## config.mk

```make
export PLATFORM = sky130hd
export DESIGN_NAME = addsub_seq
export DESIGN_NICKNAME = d
export VERILOG_FILES = /design/src/rtl/addsub_seq.sv
export SDC_FILE = /design/constraint.sdc
export NUM_CORES = 1
export LEC_CHECK = 0
export CORE_MARGIN = 10
export CORE_UTILIZATION = 44
export DETAILED_ROUTE_END_ITERATION = 8
export HOLD_SLACK_MARGIN = 0.03
export PLACE_DENSITY_LB_ADDON = 0.3
export SKIP_LAST_GASP = 1
export SLEW_MARGIN = 15
export SYNTH_ARGS = -nofsm -noshare
export SYNTH_HDL_FRONTEND = slang
export SYNTH_SLANG_ARGS = --single-unit
```

## constraint.sdc

```tcl
create_clock -name clk -period 2.2 [get_ports clk]
set_clock_uncertainty 0.15 [all_clocks]
set_input_delay 0.22 -clock clk [delete_from_list [all_inputs] [get_ports clk]]
set_output_delay 0.22 -clock clk [all_outputs]
set_load 0.01 [all_outputs]
```

## src/rtl/addsub_seq.sv

```systemverilog
// Multi-cycle two's-complement adder/subtractor: CHUNK bits per clock, LSB chunk first,
// ripple carry held in a register, valid/ready on both operand and result sides.
module addsub_seq #(
    parameter int WIDTH = 8,
    parameter int CHUNK = 4
) (
    input  logic             clk,
    input  logic             rst_n,
    input  logic             in_valid,
    output logic             in_ready,
    input  logic [WIDTH-1:0] a,
    input  logic [WIDTH-1:0] b,
    input  logic             sub,
    output logic             out_valid,
    input  logic             out_ready,
    output logic [WIDTH-1:0] result,
    output logic             carryout,
    output logic             overflow,
    output logic             zero
);

    localparam int NCHUNK = WIDTH / CHUNK;
    localparam int CW     = (NCHUNK > 1) ? $clog2(NCHUNK) : 1;

    typedef enum logic [1:0] {
        IDLE = 2'd0,
        CALC = 2'd1,
        DONE = 2'd2
    } state_t;

    state_t            state_q, state_d;
    logic [WIDTH-1:0]  a_q, a_d;
    logic [WIDTH-1:0]  b_q, b_d;
    logic              carry_q, carry_d;
    logic [CW-1:0]     cnt_q, cnt_d;
    logic [WIDTH-1:0]  res_q, res_d;
    logic              cout_q, cout_d;
    logic              ovf_q, ovf_d;
    logic              zero_q, zero_d;
    logic              in_ready_q;
    logic              out_valid_q;

    logic [CHUNK-1:0]  a_chunk;
    logic [CHUNK-1:0]  b_chunk;
    logic [CHUNK:0]    sum;
    logic              last_chunk;

    always_comb begin
        a_chunk = '0;
        b_chunk = '0;
        for (int i = 0; i < NCHUNK; i++) begin
            if (cnt_q == CW'(i)) begin
                a_chunk = a_q[i*CHUNK +: CHUNK];
                b_chunk = b_q[i*CHUNK +: CHUNK];
            end
        end
        sum        = {1'b0, a_chunk} + {1'b0, b_chunk} + {{CHUNK{1'b0}}, carry_q};
        last_chunk = (cnt_q == CW'(NCHUNK - 1));
    end

    always_comb begin
        state_d = state_q;
        a_d     = a_q;
        b_d     = b_q;
        carry_d = carry_q;
        cnt_d   = cnt_q;
        res_d   = res_q;
        cout_d  = cout_q;
        ovf_d   = ovf_q;
        zero_d  = zero_q;

        case (state_q)
            IDLE: begin
                // B is stored pre-inverted and carry seeded with sub, so CALC only ever adds.
                if (in_valid) begin
                    a_d     = a;
                    b_d     = b ^ {WIDTH{sub}};
                    carry_d = sub;
                    cnt_d   = '0;
                    state_d = CALC;
                end
            end
            CALC: begin
                for (int i = 0; i < NCHUNK; i++) begin
                    if (cnt_q == CW'(i)) begin
                        res_d[i*CHUNK +: CHUNK] = sum[CHUNK-1:0];
                    end
                end
                carry_d = sum[CHUNK];
                cnt_d   = cnt_q + CW'(1);
                if (last_chunk) begin
                    state_d = DONE;
                    cout_d  = sum[CHUNK];
                    zero_d  = (res_d == '0);
                    ovf_d   = (a_q[WIDTH-1] == b_q[WIDTH-1]) &&
                              (res_d[WIDTH-1] != a_q[WIDTH-1]);
                end
            end
            DONE: begin
                if (out_ready) begin
                    state_d = IDLE;
                end
            end
            default: begin
                state_d = IDLE;
            end
        endcase
    end

    always_ff @(posedge clk) begin
        if (!rst_n) begin
            state_q     <= IDLE;
            a_q         <= '0;
            b_q         <= '0;
            carry_q     <= 1'b0;
            cnt_q       <= '0;
            res_q       <= '0;
            cout_q      <= 1'b0;
            ovf_q       <= 1'b0;
            zero_q      <= 1'b0;
            in_ready_q  <= 1'b0;
            out_valid_q <= 1'b0;
        end else begin
            state_q     <= state_d;
            a_q         <= a_d;
            b_q         <= b_d;
            carry_q     <= carry_d;
            cnt_q       <= cnt_d;
            res_q       <= res_d;
            cout_q      <= cout_d;
            ovf_q       <= ovf_d;
            zero_q      <= zero_d;
            in_ready_q  <= (state_d == IDLE);
            out_valid_q <= (state_d == DONE);
        end
    end

    assign in_ready  = in_ready_q;
    assign out_valid = out_valid_q;
    assign result    = res_q;
    assign carryout  = cout_q;
    assign overflow  = ovf_q;
    assign zero      = zero_q;

endmodule

```

### Word-level counts from Yosys, hierarchy flattened

Index checks and enable logic that the tools add are counted.
Widths: inputs -> output; s select.

* register bits: 33
* latch bits: 0
* bits in writable memories: 0
* ROM bits: 0
* bits of input ports: 21
* output and inout bits: 13
* logic and storage cells: 43
* memories kept: 0

* add/subtract/negate cells: 3
* multiply operators: 0
* div/mod/pow operators: 0
* order comparisons: 0
* equality and inequality tests: 6
* shift operators: 0
* mux-type cells: 14
* bitwise gates (word level): 1
* reductions and logical operators: 8

Operators with widths (count)
* $mux 4: 6
* $logic_not 8->1: 1
* $xor 8x8->8: 1
* $mux 2: 3
* $pmux 2 s3: 1
* $reduce_and 2->1: 3
* $add 4x4->5: 1
* $add 5x1->5: 1
* $eq 2x2->1 const B: 2
* $logic_not 2->1: 2
* $pmux 1 s2: 2
* $eq 2x1->1 const B: 1
* $mux 1: 2
* $ne 2x2->1 const B: 1
* $reduce_bool 2->1: 1
* $add 1x1->1 const B: 1
* $eq 1x1->1: 1
* $logic_and 1x1->1: 1
* $ne 1x1->1: 1

### Depth between registers and ports, before layout

Gate-level depths: netlist of the first run.

* word-level depth: 7
* mapped depth: 8
* depth with buffers taken out: 7

### Worst setup path after synthesis of the first run

Ideal clock, no wire load.

* kind: flip-flop to flip-flop
* from: reg cnt_q
* to: reg ovf_q (netlist: overflow)
* data arrival time: 2.092 ns
* path slack: -0.116 ns
* stages on the path, launching flop included: 8
* buffers on the path: 1
* cell sequence: dfxtp_1 > buf_2 > mux2_2 > ha_1 > a21oi_1 > a21boi_1 > or4_1 > a31oi_1

* longest elaborated chain between the ends: 7
* elaborated cells between the ends (all ways): 9
* those cells by class: 2 x add/sub; 1 x eq/ne; 4 x mux; 2 x reduce/logical

RTL lines
* start, declared: line 35 `logic [CW-1:0] cnt_q, cnt_d;`
* start signal, assigned: line 128 `cnt_q <= cnt_d;`
* $mux 4: line 52 `if (cnt_q == CW'(i)) begin`
* $add 4x4->5: line 57 `sum = {1'b0, a_chunk} + {1'b0, b_chunk} + {{CHUNK{1'b0}}, carry_q};`
* $add 5x1->5: line 57
* $mux 4: line 85 `if (cnt_q == CW'(i)) begin`
* $mux 4: line 72 `case (state_q)`
* $ne 1x1->1: line 96 `(res_d[WIDTH-1] != a_q[WIDTH-1]);`
* $logic_and 1x1->1: line 95 `ovf_d = (a_q[WIDTH-1] == b_q[WIDTH-1]) &&`
* end signal, assigned: line 131 `ovf_q <= ovf_d;`
* end, declared: line 38 `logic ovf_q, ovf_d;`

Several ways; a longest one is shown, not always the timed one. The select of a mux whose other input is x is not followed.
A chain may end at the register's enable or synchronous reset.

### Worst setup path in the final report of the first run

* from: reg cnt_q
* to: reg zero_q (netlist: zero)

* longest elaborated chain between the ends: 6
* elaborated cells between the ends (all ways): 10
* those cells by class: 2 x add/sub; 6 x mux; 2 x reduce/logical

RTL lines
* $mux 4: line 52
* $add 4x4->5: line 57
* $add 5x1->5: line 57
* $mux 4: line 85
* $mux 4: line 72
* $logic_not 8->1: line 94 `zero_d = (res_d == '0);`
* end signal, assigned: line 132 `zero_q <= zero_d;`
* end, declared: line 39 `logic zero_q, zero_d;`

Several ways; a longest one is shown, not always the timed one. The select of a mux whose other input is x is not followed.

==> impl_metrics.tcl, run 1 <==
set metrics [dict create \
    status "finished with violations" \
    failed_checks "setup timing" \
    holdWs_ns 0.284 \
    ys_types 34 \
    fp.dieH_um 78.1 \
    finalSetupTns_ns -0.0164 \
    coreArea_um2 3280 \
    synth_flop_cell "dfxtp_1" \
    crit_family "simple AND/OR/NAND/NOR gates" \
    path_buf_inv 2 \
    ys_warn_count 0 \
    drv_slew 0 \
    layout_commonest_cell "clkdlybuf4s50_1" \
    wirelength_um 3540 \
    vdd_drop_max_mv 0.449 \
    cts_htree_levels 2 \
    grt_pass1_vias 1276 \
    worstPathArrival_ns 2.28 \
    path_class "register to register" \
    cts-root-buf "clkbuf_4" \
    grt_max_degree 25 \
    met2WireLength_um 1800 \
    fin_util 0.623 \
    drc 0 \
    crit_start "cnt_q" \
    cts_buffers 5 \
    crit_fanout 7 \
    post-route-min-period_ns 2.21 \
    final_hold_viol_count 0 \
    holdPathEnd "a_q[5]" \
    ff2ff_path_depth 8 \
    antenna_found_initial 0 \
    grt_pass1_wl_um 5860 \
    final_cell_area_um2 2050 \
    start_util 0.451 \
    final_cells 257 \
    cts.path.max_buffers 2 \
    rsz0062_at_grt "yes" \
    nets 237 \
    worst_slew_pin_slew_ns 0.599 \
    drive_above_1_share 0.171 \
    yosys_register_bits 33 \
    maxUsedRoutingLayer "met4" \
    synth_nets 193 \
    path_cells "buf_6, mux2i_2, inv_1, ha_1, nand3b_1, and3b_1, or2_2, a32o_1" \
    syn_area_per_cell_um2 8.88 \
    final_cell_mix "clkdlybuf4s50_1, dfxtp_1, nand2_1" \
    pwr_density_cell_nw_per_um2 683 \
    detailed_place_hpwl_um 2710 \
    place_inst 246 \
    pre_cts_ws_ns -0.182 \
    netlist_area_um2 1480 \
    hold_depth 3 \
    port_buffers 33 \
    overflow 0 \
    met1_length_um 1450 \
    io_pins 34 \
    place_area_um2 1910 \
    hold_start "a[5]" \
    cts_sinks 33 \
    cts.clk_slew.worst_paths_ns 0.09 \
    r2r-end "zero" \
    antenna_left 0 \
    wl_met3_um 201 \
    cap_violations 0 \
    cts_tree "yes" \
    worst_setup_path_end_kind "register" \
    dieArea_um2 6090 \
    critPathLaunchType "register" \
    drtIter0Drc 71 \
    slowest_delay_ns 0.41 \
    r2r_start "cnt_q" \
    ys_seq_area_frac 0.446 \
    clkLatencyLatePin_ns 0.33 \
    via_per_inst 4.90 \
    required_ns 2.27 \
    synth_edf_count 0 \
    layout_setup_ws_ns -0.00912 \
    hp-class "primary input to register" \
    fin_crit_sh 1.00 \
    p_leak_nw 0.774 \
    setup_violations 2 \
    n_fill_cell 292 \
    firstDrtPassIters 4 \
    synthCells 167 \
    grtUsageTotal 0.118 \
    r2r_setup_slack_ns -0.009 \
    insertedDiodeCount 0 \
    wire_per_inst_um 13.8 \
    synthArstFlopShare 0 \
    cp_slowest_cell "dfxtp_4" \
    fmax_mhz 453 \
    syn_to_final_growth_pct 38.1 \
    slew_headroom 0.600 \
    num_rows 21 \
    routabilityCongestion 0.879 \
    die_w_um 78.1 \
    total_power_mw 1.40 \
    dr_total_vias 1260 \
]
-- registers in the layout (all words and copies together) (netlist names) --
| register | cells |
|---|---|
| carryout | 1 |
| carry_q | 1 |
| in_ready | 1 |
| a_q | 8 |
| out_valid | 1 |
| zero | 1 |
| cnt_q | 1 |
| overflow | 1 |
| state_q | 2 |
| result | 8 |
| b_q | 8 |
-- Yosys cell counts, types with 2 or more instances --
cell type / n / area share
fa_1: 2 / 0.027
nor4_1: 2 / 0.0084
dfxtp_1: 33 / 0.45
buf_2: 5 / 0.017
inv_1: 5 / 0.013
mux2i_1: 5 / 0.034
o21ai_0: 2 / 0.0068
clkbuf_1: 3 / 0.0076
nand3_1: 2 / 0.0068
a211oi_1: 14 / 0.071
nor2_1: 21 / 0.053
a21oi_1: 15 / 0.051
nand2_1: 23 / 0.058
ha_1: 3 / 0.025
and2_1: 2 / 0.0084
mux2_2: 4 / 0.030
xnor2_1: 9 / 0.053
-- power breakdown --
| part | internal [mW] | leakage [nW] | switching (mW) |
|---|---|---|---|
| Combinational | 0.213 | 0.471 | 0.172 |
| Sequential | 0.644 | 0.271 | 0.0366 |
| Clock | 0.151 | 0.0314 | 0.182 |
-- worst register-to-register path, cell delays in order (launching register included) --
cell and delay, ns:
dfxtp_4 0.41, buf_6 0.12, mux2i_2 0.22, inv_1 0.08, ha_1 0.28, nand3b_1 0.11
and3b_1 0.21, or2_2 0.31, a32o_1 0.21
-- metal layers --
layer / GRT usage / vias to the layer above
met3: 0.0524 / 7
li1: - / 664
met5: 0 / -
met4: 0.0520 / 0
met1: 0.114 / 556
met2: 0.212 / 33
-- layout make-up --
class                   count  area [um2]  share of cell area
multi-input cells         119         808               0.395
inverters                   5        18.8             0.00917
repair buffers             47         443               0.216
flip-flops and latches     33         664               0.325
clock buffers               7        55.1              0.0269
well taps                  46        57.6              0.0281
-- repair_timing --
action / CTS / global route
resized for setup: 7 / 6
setup buffers: 2 / 2
setup endpoints to repair: 7 / 6
hold buffers: 0 / 0
endpoints found under the hold margin: 0 / 0
pin swaps: 0 / 2
-- kinds of logic after synthesis --
kind of cell    synth area share
flops                      0.446
xor+xnor                  0.0532
simple gates               0.169
compound gates             0.170
fa+ha+maj                 0.0523
buf+inv                   0.0456
mux                       0.0641
-- worst max path at each step --
| stage | depth (start not counted) | endpoint |
|---|---|---|
| 6_report | 8 | zero |
| 5_1_grt | 8 | overflow |
| 4_1_cts | 6 | overflow |
| 3_5_place_dp | 8 | overflow |
| 3_3_place_gp | 6 | zero |
| 2_1_floorplan | 7 | overflow |
Power figures use the tool's default switching activity.
==> run 2: changes to the inputs <==
PLACE_DENSITY = 0.83   (was not set)
PLACE_DENSITY_LB_ADDON = not set   (was 0.3)
==> run 2 against run 1 <==
Net effect:
- the flow still finishes with violations (setup timing)
- clock-buffer cell count unchanged
- core utilization up 1.8 points
- hold slack worse by 0.013 ns
- critical path type unchanged
- largest power group unchanged
==> impl_metrics.tcl, run 2 (synthesis results as in run 1) <==
set metrics [dict create \
    grt_pass1_wl_um 5700 \
    crit_fanout 6 \
    detailed_place_hpwl_um 2550 \
    clkLatencyLatePin_ns 0.34 \
    p_sw_mw 0.420 \
    power_frac_seq 0.435 \
    post-route-min-period_ns 2.25 \
    coreArea_um2 3280 \
    final_hold_viol_count 0 \
    overflow 0 \
    port_buffers 33 \
    path_cells "buf_6, buf_4, mux2_2, ha_4, a21boi_1, or4_1, a31oi_1" \
    syn_to_final_growth_pct 42.1 \
    grt_max_degree 21 \
    pwr_density_cell_nw_per_um2 739 \
    routabilityCongestion 0.897 \
    critPathLaunchType "register" \
    dr_total_vias 1320 \
    die_w_um 78.1 \
    insertedDiodeCount 0 \
    p_comb_frac 0.259 \
    vdd_drop_max_mv 0.333 \
    place_inst 245 \
    cts_htree_levels 2 \
    final_cells 260 \
    status "finished with violations" \
    cts_tree "yes" \
    setup_violations 2 \
    rsz0062_at_grt "yes" \
    holdWs_ns 0.270 \
    total_power_mw 1.56 \
    cap_violations 0 \
    antenna_left 0 \
    wirelength_um 3540 \
    nets 239 \
    power.share.clock 0.306 \
    path_class "register to register" \
    fin_crit_sh 1.02 \
    cts_buffers 5 \
    antenna_found_initial 0 \
    worst_slew_pin_slew_ns 0.522 \
    drv_slew 0 \
    failed_checks "setup timing" \
    drc 0 \
    slew_headroom 0.651 \
    cts.clk_slew.worst_paths_ns 0.10 \
    firstDrtPassIters 4 \
    p_leak_nw 0.800 \
    layout_commonest_cell "clkdlybuf4s50_1" \
    worstPathArrival_ns 2.37 \
    required_ns 2.33 \
    n_fill_cell 280 \
    final_cell_mix "clkdlybuf4s50_1, dfxtp_1, nand2_1" \
    dieArea_um2 6090 \
    wire_per_inst_um 13.6 \
    grtUsageTotal 0.116 \
    cp_slowest_cell "or4_1" \
    drive_above_1_share 0.187 \
    hp-class "primary input to register" \
    num_rows 21 \
    swShare 0.269 \
    via_per_inst 5.08 \
    internal_power_mw 1.14 \
    io_pins 34 \
    fp.dieH_um 78.1 \
    grt_pass1_vias 1338 \
    layout_setup_ws_ns -0.0485 \
    start_util 0.451 \
    fmax_mhz 445 \
    worst_setup_path_end_kind "register" \
    slowest_delay_ns 0.47 \
    cts_sinks 33 \
    drtIter0Drc 67 \
    cts.path.max_buffers 2 \
    hold_buffers 0 \
    cts-root-buf "clkbuf_4" \
]
run 2: final cells by class:
| type | count | area (um2) | area share |
|---|---|---|---|
| clock inverter | 1 | 30.0 | 0.0143 |
| tap | 46 | 57.6 | 0.0273 |
| sequential | 33 | 664 | 0.315 |
| multi-input combinational | 119 | 815 | 0.387 |
| clock buffer | 7 | 55.1 | 0.0261 |
| timing repair buffer | 49 | 467 | 0.221 |
| inverter | 5 | 18.8 | 0.00891 |
run 2: power by group through the flow:
stage / registers (mW) / clock network [mW] / logic, mW
floorplan: 0.686 / 0 / 0.207
global placement: 0.691 / 0 / 0.332
detailed placement: 0.694 / 0 / 0.342
CTS: 0.679 / 0.485 / 0.361
global route: 0.685 / 0.516 / 0.441
finish: 0.678 / 0.477 / 0.403
run 2: what timing repair did:
item	CTS	global route
endpoints found under the setup margin	10	6
pin swaps	0	3
setup buffers	4	3
resized for setup	4	10
run 2: worst paths after layout:
kind              slack (ns)   start  cells after the start        to
hold reg to reg         0.31  a_q[6]                      2    a_q[6]
setup reg to reg       -0.05   cnt_q                      7  overflow
hold / removal          0.27    a[5]                      3    a_q[5]
setup / recovery       -0.05   cnt_q                      7  overflow
run 2: through the flow:
step / TNS, ns / util / worst slack [ns] / area [um2]
floorplan: 0 / - / 0.0326 / 1500
global placement: -0.883 / 0.583 / -0.161 / 1910
detailed placement: -1.81 / 0.583 / -0.343 / 1910
CTS: -0.0138 / 0.622 / -0.0138 / 2040
global route: -0.352 / 0.642 / -0.127 / 2110
finish: -0.0832 / 0.642 / -0.0485 / 2110
run 2: worst max-delay path, delay by kind of cell, from the launching register on:
kind                     cells  cell delay, ns
flip-flops                   1            0.41
adder cells (fa/ha/maj)      1            0.25
AO/OA/AOI/OAI                2            0.32
multiplexers                 1            0.35
buffers and inverters        2            0.23
AND/OR/NAND/NOR              1            0.47
run 2: layer usage:
| layer | share of wire | GRT usage | vias to the layer above | wire length [um] |
|---|---|---|---|---|
| li1 | - | - | 669 | - |
| met1 | 0.40 | 0.109 | 595 | 1430 |
| met2 | 0.50 | 0.201 | 39 | 1760 |
| met3 | 0.065 | 0.0558 | 17 | 231 |
| met4 | 0.034 | 0.0663 | 0 | 121 |
| met5 | 0 | 0 | - | 0 |
==> run 3: changes to the inputs <==
CORE_UTILIZATION = 46   (was 44)
CTS_BUF_LIST = sky130_fd_sc_hd__clkbuf_8   (was not set)
PLACE_DENSITY = 0.86   (was 0.83)
==> run 3 against run 2 <==
Net effect:
- the run still ends with setup timing left
- global-route usage is 0.26 points higher
- sequential share of layout area is 0.48 points higher
- core utilization is 3.3 points higher
- hold slack better by 0.038 ns
- power is 2.9% lower
- critical path type unchanged
==> impl_metrics.tcl, run 3 (synthesis results as in run 1) <==
set metrics [dict create \
    firstDrtPassIters 5 \
    setup_violations 1 \
    drtIter0Drc 136 \
    drv_slew 0 \
    cts-root-buf "clkbuf_8" \
    status "finished with violations" \
    cts_htree_levels 2 \
    clkLatencyLatePin_ns 0.29 \
    coreArea_um2 3080 \
    cts.path.max_buffers 2 \
    path_class "register to register" \
    routabilityCongestion 0.884 \
    post-route-min-period_ns 2.21 \
    slew_headroom 0.584 \
    grt_pass1_wl_um 5770 \
    detailed_place_hpwl_um 2650 \
    failed_checks "setup timing" \
    holdWs_ns 0.309 \
    grtUsageTotal 0.118 \
    path_cells "buf_6, mux2_4, ha_4, nand3b_1, and3b_2, or2_2, a32o_1" \
    grt_max_degree 21 \
    fin_util 0.674 \
    wirelength_um 3490 \
    cts_tree "yes" \
    antenna_left 0 \
    worstPathArrival_ns 2.25 \
    dr_total_vias 1320 \
    syn_to_final_growth_pct 40.0 \
    place_area_um2 1930 \
    power.share.clock 0.300 \
    insertedDiodeCount 0 \
    internal_power_mw 1.10 \
    rsz0062_at_grt "yes" \
    fin_crit_sh 1.00 \
    dieArea_um2 5890 \
    hp-class "register to register" \
    final_cell_mix "clkdlybuf4s50_1, dfxtp_1, nand2_1" \
    nets 236 \
    cp_slowest_cell "dfxtp_4" \
    antenna_found_initial 0 \
    final_hold_viol_count 0 \
    pwr_density_cell_nw_per_um2 729 \
    die_w_um 76.8 \
    critPathLaunchType "register" \
    io_pins 34 \
    fmax_mhz 453 \
    worst_slew_pin_slew_ns 0.623 \
    swShare 0.275 \
    r2r_setup_slack_ns -0.009 \
    port_buffers 33 \
    drive_above_1_share 0.167 \
    crit_fanout 6 \
    via_per_inst 5.20 \
    cts_sinks 33 \
    layout_setup_ws_ns -0.00916 \
    start_util 0.482 \
    required_ns 2.24 \
    p_leak_nw 0.792 \
    drc 0 \
    crit_family "simple AND/OR/NAND/NOR gates" \
    fp.dieH_um 76.8 \
    final_cell_area_um2 2080 \
    vdd_drop_max_mv 0.400 \
    layout_commonest_cell "clkdlybuf4s50_1" \
    worst_setup_path_end_kind "register" \
    num_rows 20 \
    hold_buffers 0 \
    wire_per_inst_um 13.7 \
    power_frac_seq 0.447 \
    n_fill_cell 262 \
    cts.clk_slew.worst_paths_ns 0.06 \
    cts_buffers 5 \
    p_sw_mw 0.416 \
    slowest_delay_ns 0.39 \
    overflow 0 \
    path_buf_inv 1 \
    p_comb_frac 0.253 \
    grt_pass1_vias 1297 \
    cap_violations 0 \
]
run 3: worst register-to-register path: stages (launching register included):
cell      delay, ns
dfxtp_4        0.39
buf_6          0.13
mux2_4         0.31
ha_4           0.28
nand3b_1       0.09
and3b_2        0.23
or2_2          0.31
a32o_1         0.21
run 3: final timing paths:
path / to / startpoint / cells past startpoint
setup / recovery: zero / cnt_q / 7
setup reg to reg: zero / cnt_q / 7
hold / removal: a_q[4] / a_q[4] / 2
hold reg to reg: a_q[4] / a_q[4] / 2
run 3: power groups by stage:
stage	logic [mW]	registers, mW	clock network (mW)
6_report	0.382	0.677	0.453
3_5_place_dp	0.349	0.691	0
5_1_grt	0.422	0.683	0.484
4_1_cts	0.360	0.679	0.461
2_1_floorplan	0.207	0.686	0
3_3_place_gp	0.339	0.689	0
run 3: area by class of cell:
| type | count | area, um2 | share of cell area |
|---|---|---|---|
| multi-input cells | 119 | 803 | 0.387 |
| clock inverters | 1 | 3.75 | 0.00181 |
| repair buffers | 46 | 448 | 0.216 |
| well taps | 44 | 55.1 | 0.0265 |
| flip-flops and latches | 33 | 664 | 0.320 |
| clock buffers | 6 | 82.6 | 0.0398 |
| inverters | 5 | 18.8 | 0.00904 |
run 3: metal layers:
metal  GRT usage  wire length [um]
met5           0                 0
met1       0.121              1440
met2       0.202              1770
met4      0.0725                91
met3      0.0396               181
run 3: metrics by stage:
| step | setup slack, ns | total power, mW | cells | TNS, ns |
|---|---|---|---|---|
| 3_3_place_gp | -0.143 | 1.03 | 245 | -0.611 |
| 6_report | -0.00916 | 1.51 | 254 | -0.00916 |
| 5_1_grt | -0.105 | 1.59 | 254 | -0.303 |
| 3_5_place_dp | -0.225 | 1.04 | 245 | -1.29 |
| 2_1_floorplan | 0.0326 | 0.893 | 167 | 0 |
| 4_1_cts | -0.0219 | 1.50 | 252 | -0.0219 |
run 3: what timing repair did:
item	4_1_cts	5_1_grt
gates resized for setup	5	10
pin swaps	0	6
setup buffers	0	2
gates cloned	0	0
endpoints found under the setup margin	10	6
